<file path="src/rtl/mux8_rr_arbiter.sv">
`default_nettype none
// ============================================================================
// Module   : mux8_rr_arbiter
// Purpose  : Round-robin arbiter driving the select of a shared 8:1 mux, with
//            tenure-limited grants. Optional macro MUX_ARB_LOCK_EN adds 'lock'.
// Revision : 1.0 - initial release
// ============================================================================
module mux8_rr_arbiter #(
  parameter int HOLD_MAX = 4,
  parameter int HOLD_W   = 8
) (
  input  logic       clk,
  input  logic       rst_n,
  input  logic [7:0] req,
`ifdef MUX_ARB_LOCK_EN
  input  logic       lock,
`endif
  output logic [7:0] gnt,
  output logic [2:0] sel,
  output logic       busy,
  output logic       gnt_chg
);

  localparam logic [0:0]        c_IDLE    = 1'b0;
  localparam logic [0:0]        c_GRANT   = 1'b1;
  localparam logic [HOLD_W-1:0] c_TEN_MAX = HOLD_W'(HOLD_MAX - 1);

  logic [0:0]        r_state, w_state_nx;
  logic [7:0]        r_gnt,   w_gnt_nx;
  logic [2:0]        r_sel,   w_sel_nx;
  logic [2:0]        r_ptr,   w_ptr_nx;
  logic [HOLD_W-1:0] r_ten,   w_ten_nx;
  logic              r_chg,   w_chg_nx;

  logic [7:0] w_vec;
  logic [2:0] w_start;
  logic [2:0] w_idx;
  logic [2:0] w_win;
  logic       w_found;
  logic       w_lock;
  logic       w_cur;
  logic       w_contend;
  logic       w_rel;

`ifdef MUX_ARB_LOCK_EN
  assign w_lock = lock;
`else
  assign w_lock = 1'b0;
`endif

  assign w_cur     = |(req & r_gnt);
  assign w_contend = |(req & ~r_gnt);
  assign w_rel     = !w_cur || (!w_lock && (r_ten == c_TEN_MAX) && w_contend);

  // One shared search: from ptr in IDLE, from g+1 with g masked on release.
  always_comb begin
    w_vec   = (r_state == c_GRANT) ? (req & ~r_gnt) : req;
    w_start = (r_state == c_GRANT) ? (r_sel + 3'd1) : r_ptr;
    w_found = 1'b0;
    w_win   = 3'd0;
    w_idx   = 3'd0;
    for (int i = 0; i < 8; i++) begin
      w_idx = w_start + 3'(i);
      if (!w_found && w_vec[w_idx]) begin
        w_found = 1'b1;
        w_win   = w_idx;
      end
    end
  end

  always_ff @(posedge clk or negedge rst_n) begin
    if (!rst_n) begin
      r_state <= c_IDLE;
      r_gnt   <= 8'd0;
      r_sel   <= 3'd0;
      r_ptr   <= 3'd0;
      r_ten   <= '0;
      r_chg   <= 1'b0;
    end else begin
      r_state <= w_state_nx;
      r_gnt   <= w_gnt_nx;
      r_sel   <= w_sel_nx;
      r_ptr   <= w_ptr_nx;
      r_ten   <= w_ten_nx;
      r_chg   <= w_chg_nx;
    end
  end

  always_comb begin
    w_state_nx = r_state;
    w_gnt_nx   = r_gnt;
    w_sel_nx   = r_sel;
    w_ptr_nx   = r_ptr;
    w_ten_nx   = r_ten;
    w_chg_nx   = 1'b0;
    case (r_state)
      c_IDLE: begin
        if (w_found) begin
          w_state_nx = c_GRANT;
          w_gnt_nx   = 8'd1 << w_win;
          w_sel_nx   = w_win;
          w_ten_nx   = '0;
          w_chg_nx   = 1'b1;
        end
      end
      c_GRANT: begin
        if (w_rel) begin
          w_ptr_nx = r_sel + 3'd1;
          if (w_found) begin
            w_gnt_nx = 8'd1 << w_win;
            w_sel_nx = w_win;
            w_ten_nx = '0;
            w_chg_nx = 1'b1;
          end else begin
            w_state_nx = c_IDLE;
            w_gnt_nx   = 8'd0;
          end
        end else if (!w_lock && (r_ten != c_TEN_MAX)) begin
          w_ten_nx = r_ten + 1'b1;
        end
      end
      default: begin
        w_state_nx = c_IDLE;
        w_gnt_nx   = 8'd0;
      end
    endcase
  end

  always_comb begin
    gnt     = r_gnt;
    sel     = r_sel;
    busy    = (r_state == c_GRANT);
    gnt_chg = r_chg;
  end

endmodule
`default_nettype wire

</file>
<file path="config.mk">
export PLATFORM = sky130hd
export DESIGN_NAME = mux8_rr_arbiter
export DESIGN_NICKNAME = d
export VERILOG_FILES = /design/src/rtl/mux8_rr_arbiter.sv
export SDC_FILE = /design/constraint.sdc
export NUM_CORES = 1
export LEC_CHECK = 0
export BUFFER_PORTS_ARGS = -buffer_cell sky130_fd_sc_hd__buf_2
export CAP_MARGIN = 20
export CORE_UTILIZATION = 63
export CTS_CLUSTER_SIZE = 28
export DETAILED_ROUTE_END_ITERATION = 6
export PLACE_DENSITY_LB_ADDON = 0.12
export SYNTH_ARGS = -nofsm -noshare
export SYNTH_HDL_FRONTEND = slang
export SYNTH_SLANG_ARGS = --single-unit
</file>
<file path="constraint.sdc">
create_clock -name clk -period 8.25 [get_ports clk]
set_clock_uncertainty 0.05 [all_clocks]
set_input_delay 1.2375 -clock clk [delete_from_list [all_inputs] [get_ports clk]]
set_output_delay 1.2375 -clock clk [all_outputs]
set_load 0.01 [all_outputs]
</file>
# Word-level counts from Yosys, hierarchy flattened

Index checks and enable logic that the tools add are counted.

Output and inout port bits: 13
Logic and storage cells: 104
Bits in registers: 24
Input port bits: 10

Equal/unequal tests: 5
Mux-type cells: 50
Add/subtract/negate cells: 9
Reductions and logical operators: 21
Magnitude comparators: 8
Shift-type cells: 1
Bitwise operators: 4

Operator list:

| kind                  | number |
|---|---|
| $mux W8               | 7 |
| $mux W3               | 11 |
| $lt A3 B4 Y1 const B  | 8 |
| $pmux W8 S2           | 2 |
| $bmux W1 S3           | 8 |
| $mux W1               | 19 |
| $and A8 B8 Y8         | 2 |
| $reduce_or A8 Y1      | 2 |
| $add A3 B3 Y3 const B | 4 |
| $add A8 B1 Y8 const B | 1 |
| $eq A8 B2 Y1 const B  | 1 |
| $logic_and A1 B1 Y1   | 8 |
| $logic_not A1 Y1      | 8 |
| $ne A8 B2 Y1 const B  | 1 |
| $not A8 Y8            | 1 |
| $shl A1 B3 Y8 const A | 1 |
| $add A3 B1 Y3 const B | 2 |
| $add A3 B2 Y3 const B | 2 |
| $pmux W3 S2           | 1 |
| $pmux W1 S2           | 2 |
| $reduce_and A2 Y1     | 2 |
| $ne A3 B1 Y1 const B  | 1 |
| $ne A2 B1 Y1 const B  | 1 |
| $ne A2 B2 Y1 const B  | 1 |
| 2 further kinds       | 2 |

# Longest topological paths before layout

Word-level depth: 31
Gate-level depth with buffers: 17
Mapped depth without buffers: 14

# Worst setup path before layout

Ideal clock, no wire load.

Path kind: register -> register
Start point: register r_sel[0] (netlist: sel[0])
End point: register r_sel[0] (netlist: sel[0])
Stages on the path, launching flop included: 15
Period minus slack after synthesis: 3,995 ps
Slack: 4,255 ps
Data arrival time: 3,818 ps
Required time: 8,072 ps
Library setup time: 128 ps
Path buffers: 1
Cell sequence: dfrtp_1 > ha_1 > mux2_4 > clkbuf_1 > ha_1 > nand2b_1 > a2111oi_2 > a311o_2 > a2111oi_4 > a311oi_2 > nor3_4 > and2_4 > a311oi_1 > o22ai_4 > mux2_1

Longest elaborated chain between the ends: 29
Elaborated cells on any way between the ends: 58
Classes of those cells: 8 x add/sub; 36 x mux; 14 x reduce/logical

RTL lines:

| item                                                                   | line    | source |
|---|---|---|
| from (decl)                                                            | 30      | `logic [2:0] r_sel, w_sel_nx;` |
| from (signal assigned)                                                 | 82      | `r_sel <= w_sel_nx;` |
| parallel branches: the longest is 26 deep, another holds $add A3 B1 Y3 | n/a     |  |
| $mux W3 (*)                                                            | 98, 109 |  |
| $mux W3                                                                | 107     | `if (w_rel) begin` |
| $pmux W3 S2 (*)                                                        | 96      | `case (r_state)` |

Every way passes the cells marked *. The select of a mux whose other input is x is not followed.
A chain may end at the register's enable or synchronous reset.

# Final worst setup path

Start point: register r_state (netlist: busy)
End point: register r_sel[0] (netlist: sel[0])

Longest elaborated chain between the ends: 28
Elaborated cells on any way between the ends: 60
Classes of those cells: 7 x add/sub; 1 x eq/ne; 37 x mux; 1 x bitwise; 14 x reduce/logical

RTL lines:

| item                                                                   | line | source |
|---|---|---|
| from (decl)                                                            | 28   | `logic [0:0] r_state, w_state_nx;` |
| from (signal assigned)                                                 | 73   | `r_state <= c_IDLE;` |
| from (signal assigned)                                                 | 80   | `r_state <= w_state_nx;` |
| parallel branches: the longest is 28 deep, another holds $add A3 B1 Y3 | n/a  |  |

Parallel ways; which one is timed is not known. The select of a mux whose other input is x is not followed.

==> results.sh <==
export IMPL_run_status="complete, no violations"
export IMPL_initial_core_util_pct=66.1
export IMPL_drc_errors=0
export IMPL_max_stage_delay_ns=0.93
export IMPL_synth_edf_count=0
export IMPL_worst_r2r_startpoint="busy"
export IMPL_worstSetupPathType="reg -> reg"
export IMPL_portBuffers=22
export IMPL_ios=23
export IMPL_wl_per_cell_um=18.8
export IMPL_final_cell_mix="36 x nand2_1, 24 x dfrtp_1, 22 x buf_2, 18 x o21ai_0, 15 x nor2_1"
export IMPL_finalHoldViolCount=0
export IMPL_wl_um=6720
export IMPL_core_area_sq_um=3690
export IMPL_grt_pass1_wl_um=11000
export IMPL_hpwl_um=5180
export IMPL_fp_dieW_um=64.2
export IMPL_clkLatencyLatePin_ns=0.27
export IMPL_cts_resized=0
export IMPL_grt_pass1_vias=2322
export IMPL_tightest_slew_ns=0.895
export IMPL_clk_pin_slew_ns=0.08
export IMPL_syn_nets=309
export IMPL_diodes=0
export IMPL_ys_types=75
export IMPL_syn_area_per_cell_sq_um=8.27
export IMPL_h_tree_depth=1
export IMPL_async_reset_ff_share_pct=100
export IMPL_fillers=302
export IMPL_cts_tree="built"
export IMPL_fin_crit_ns=4.78
export IMPL_hp_start="r_ten[7]"
export IMPL_gp_congestion=0.963
export IMPL_netlist_area_sq_um=2440
export IMPL_cts_setup_buffers=0
export IMPL_placed_area_sq_um=2550
export IMPL_grt_ovfl_total=0
export IMPL_layout_nets=325
export IMPL_synth_seq_cells=24
export IMPL_critPathLaunch="busy"
export IMPL_area_delta_synth_final_pct=6.77
export IMPL_grt_antenna_before_repair=0
export IMPL_cpMaxStageDelayCell="dfrtp_1"
export IMPL_maxSlewViolCount=0
export IMPL_synth_warnings=0
export IMPL_clockBufferDepth=2
export IMPL_post_route_period_util_pct=58.0
export IMPL_drive_above_1_share_pct=15.8
export IMPL_die_h_um=64.2
export IMPL_dr_first_iter_drc_count=393
export IMPL_stdcell_area_sq_um=2600
export IMPL_setup_viol=0
export IMPL_crit_path_max_fanout=30
export IMPL_hold_buffers=0
export IMPL_tns_ns=0
export IMPL_fp_row_count=22
export IMPL_grt_max_degree=31
export IMPL_synth_ff_type="dfrtp_1"
export IMPL_clock_sinks=24
export IMPL_antenna_left=0
export IMPL_hp_class="reg -> reg"
export IMPL_dieArea_sq_um=4120
export IMPL_syn_inst=295
export IMPL_endpoint_kind="flop"
export IMPL_path_cells="nand2_1, nand2_2, inv_1, ha_1, nand2b_1, a2111oi_2, a311o_2, a211oi_1, a311oi_2, nor3_4, and2_4, a311oi_1, o22ai_4, mux2_1"
export IMPL_final_common_cell="nand2_1"
export IMPL_rsz0062_at_grt="no"
export IMPL_worstPathArrival_ns=4.89
export IMPL_tritoncts_num_buffers=3
export IMPL_drt_pass1_iterations=5
export IMPL_ys_seq_area_share_pct=24.6
export IMPL_required_ns=8.36
export IMPL_grt_use_total_pct=34.9
export IMPL_max_slew_margin_pct=40.4
export IMPL_vias=2462
export IMPL_clock_root_buffer="clkbuf_8"
export IMPL_fmaxAchievable_ghz=0.209
export IMPL_cp_start_kind="flop"
export IMPL_vias_per_cell=6.88
export IMPL_cap_violations=0
-- metal layers --
metal  global-route usage, %  vias up  routed length [um]  share of wire, %
li1                        -     1163                   -                 -
met1                    44.5     1150                2880                43
met2                    59.0      130                3180                47
met3                    3.21       19                 459               6.8
met4                    17.2        0                 205               3.1
met5                       0        -                   0                 0
-- worst max-delay path, delay by kind of cell, from the launching register on --
kind,cells,cell delay (ns)
AOI/OAI and AO/OA,6,1.64
adders and majority gates,1,0.37
buffers and inverters,1,0.15
DFF,1,0.93
muxes,1,0.32
and+or+nand+nor,5,1.21
-- state kept, by name, summed over array words and instances, names as in the netlist --
name	cells
gnt	8
gnt_chg	1
r_ptr	3
busy	1
r_ten	8
sel	3
-- kinds of logic after synthesis --
logic type | count (synthesis) | synth area share, %
simple gates | 122 | 26.4
mux | 15 | 7.13
fa+ha+maj | 4 | 2.05
flops | 24 | 24.6
compound gates | 104 | 33.6
buf+inv | 19 | 3.69
xor+xnor | 7 | 2.51
-- worst paths after layout --
kind,endpoint,slack (ns),depth (start not counted)
setup reg to reg,sel[0],3.47,14
max in group asynchronous,gnt[7],6.92,1
min in group asynchronous,sel[0],0.89,1
setup / recovery,sel[0],3.47,14
hold / removal,r_ten[7],0.45,1
hold reg to reg,r_ten[7],0.45,1
-- through the flow --
stage	worst slack [ns]	std cells	hold slack, ns	util, %
after global placement	3.70	354	0.431	69.1
after CTS	3.59	358	0.456	70.6
after global routing	3.03	358	0.481	70.6
final	3.47	358	0.452	70.6
after floorplan	4.25	295	0.397	-
after detailed placement	3.61	354	0.443	69.1
-- cells in the mapped netlist, types with 6 or more instances --
cell type / number / area (sq um)
a21oi_1: 11 / 55.1
a22oi_1: 6 / 45.0
and3_1: 7 / 43.8
buf_2: 6 / 30.0
dfrtp_1: 24 / 601
inv_1: 8 / 30.0
mux2i_1: 8 / 80.1
nand2_1: 36 / 135
nand2b_1: 7 / 43.8
nand3_1: 14 / 70.1
nor2_1: 15 / 56.3
nor2b_1: 11 / 68.8
nor3_1: 7 / 35.0
o21ai_0: 18 / 90.1
o31ai_1: 7 / 52.6
-- final cells by class --
class	instances	area [sq um]	share of cell area, %
multi-input cells	252	1750	67.1
clock buffers	4	55.1	2.11
flip-flops and latches	24	601	23.1
inverters	8	30.0	1.15
well taps	48	60.1	2.31
repair buffers	22	110	4.23
Power is not shown: default switching activity piles up to over one toggle a cycle in this logic, so the estimate is an artifact.
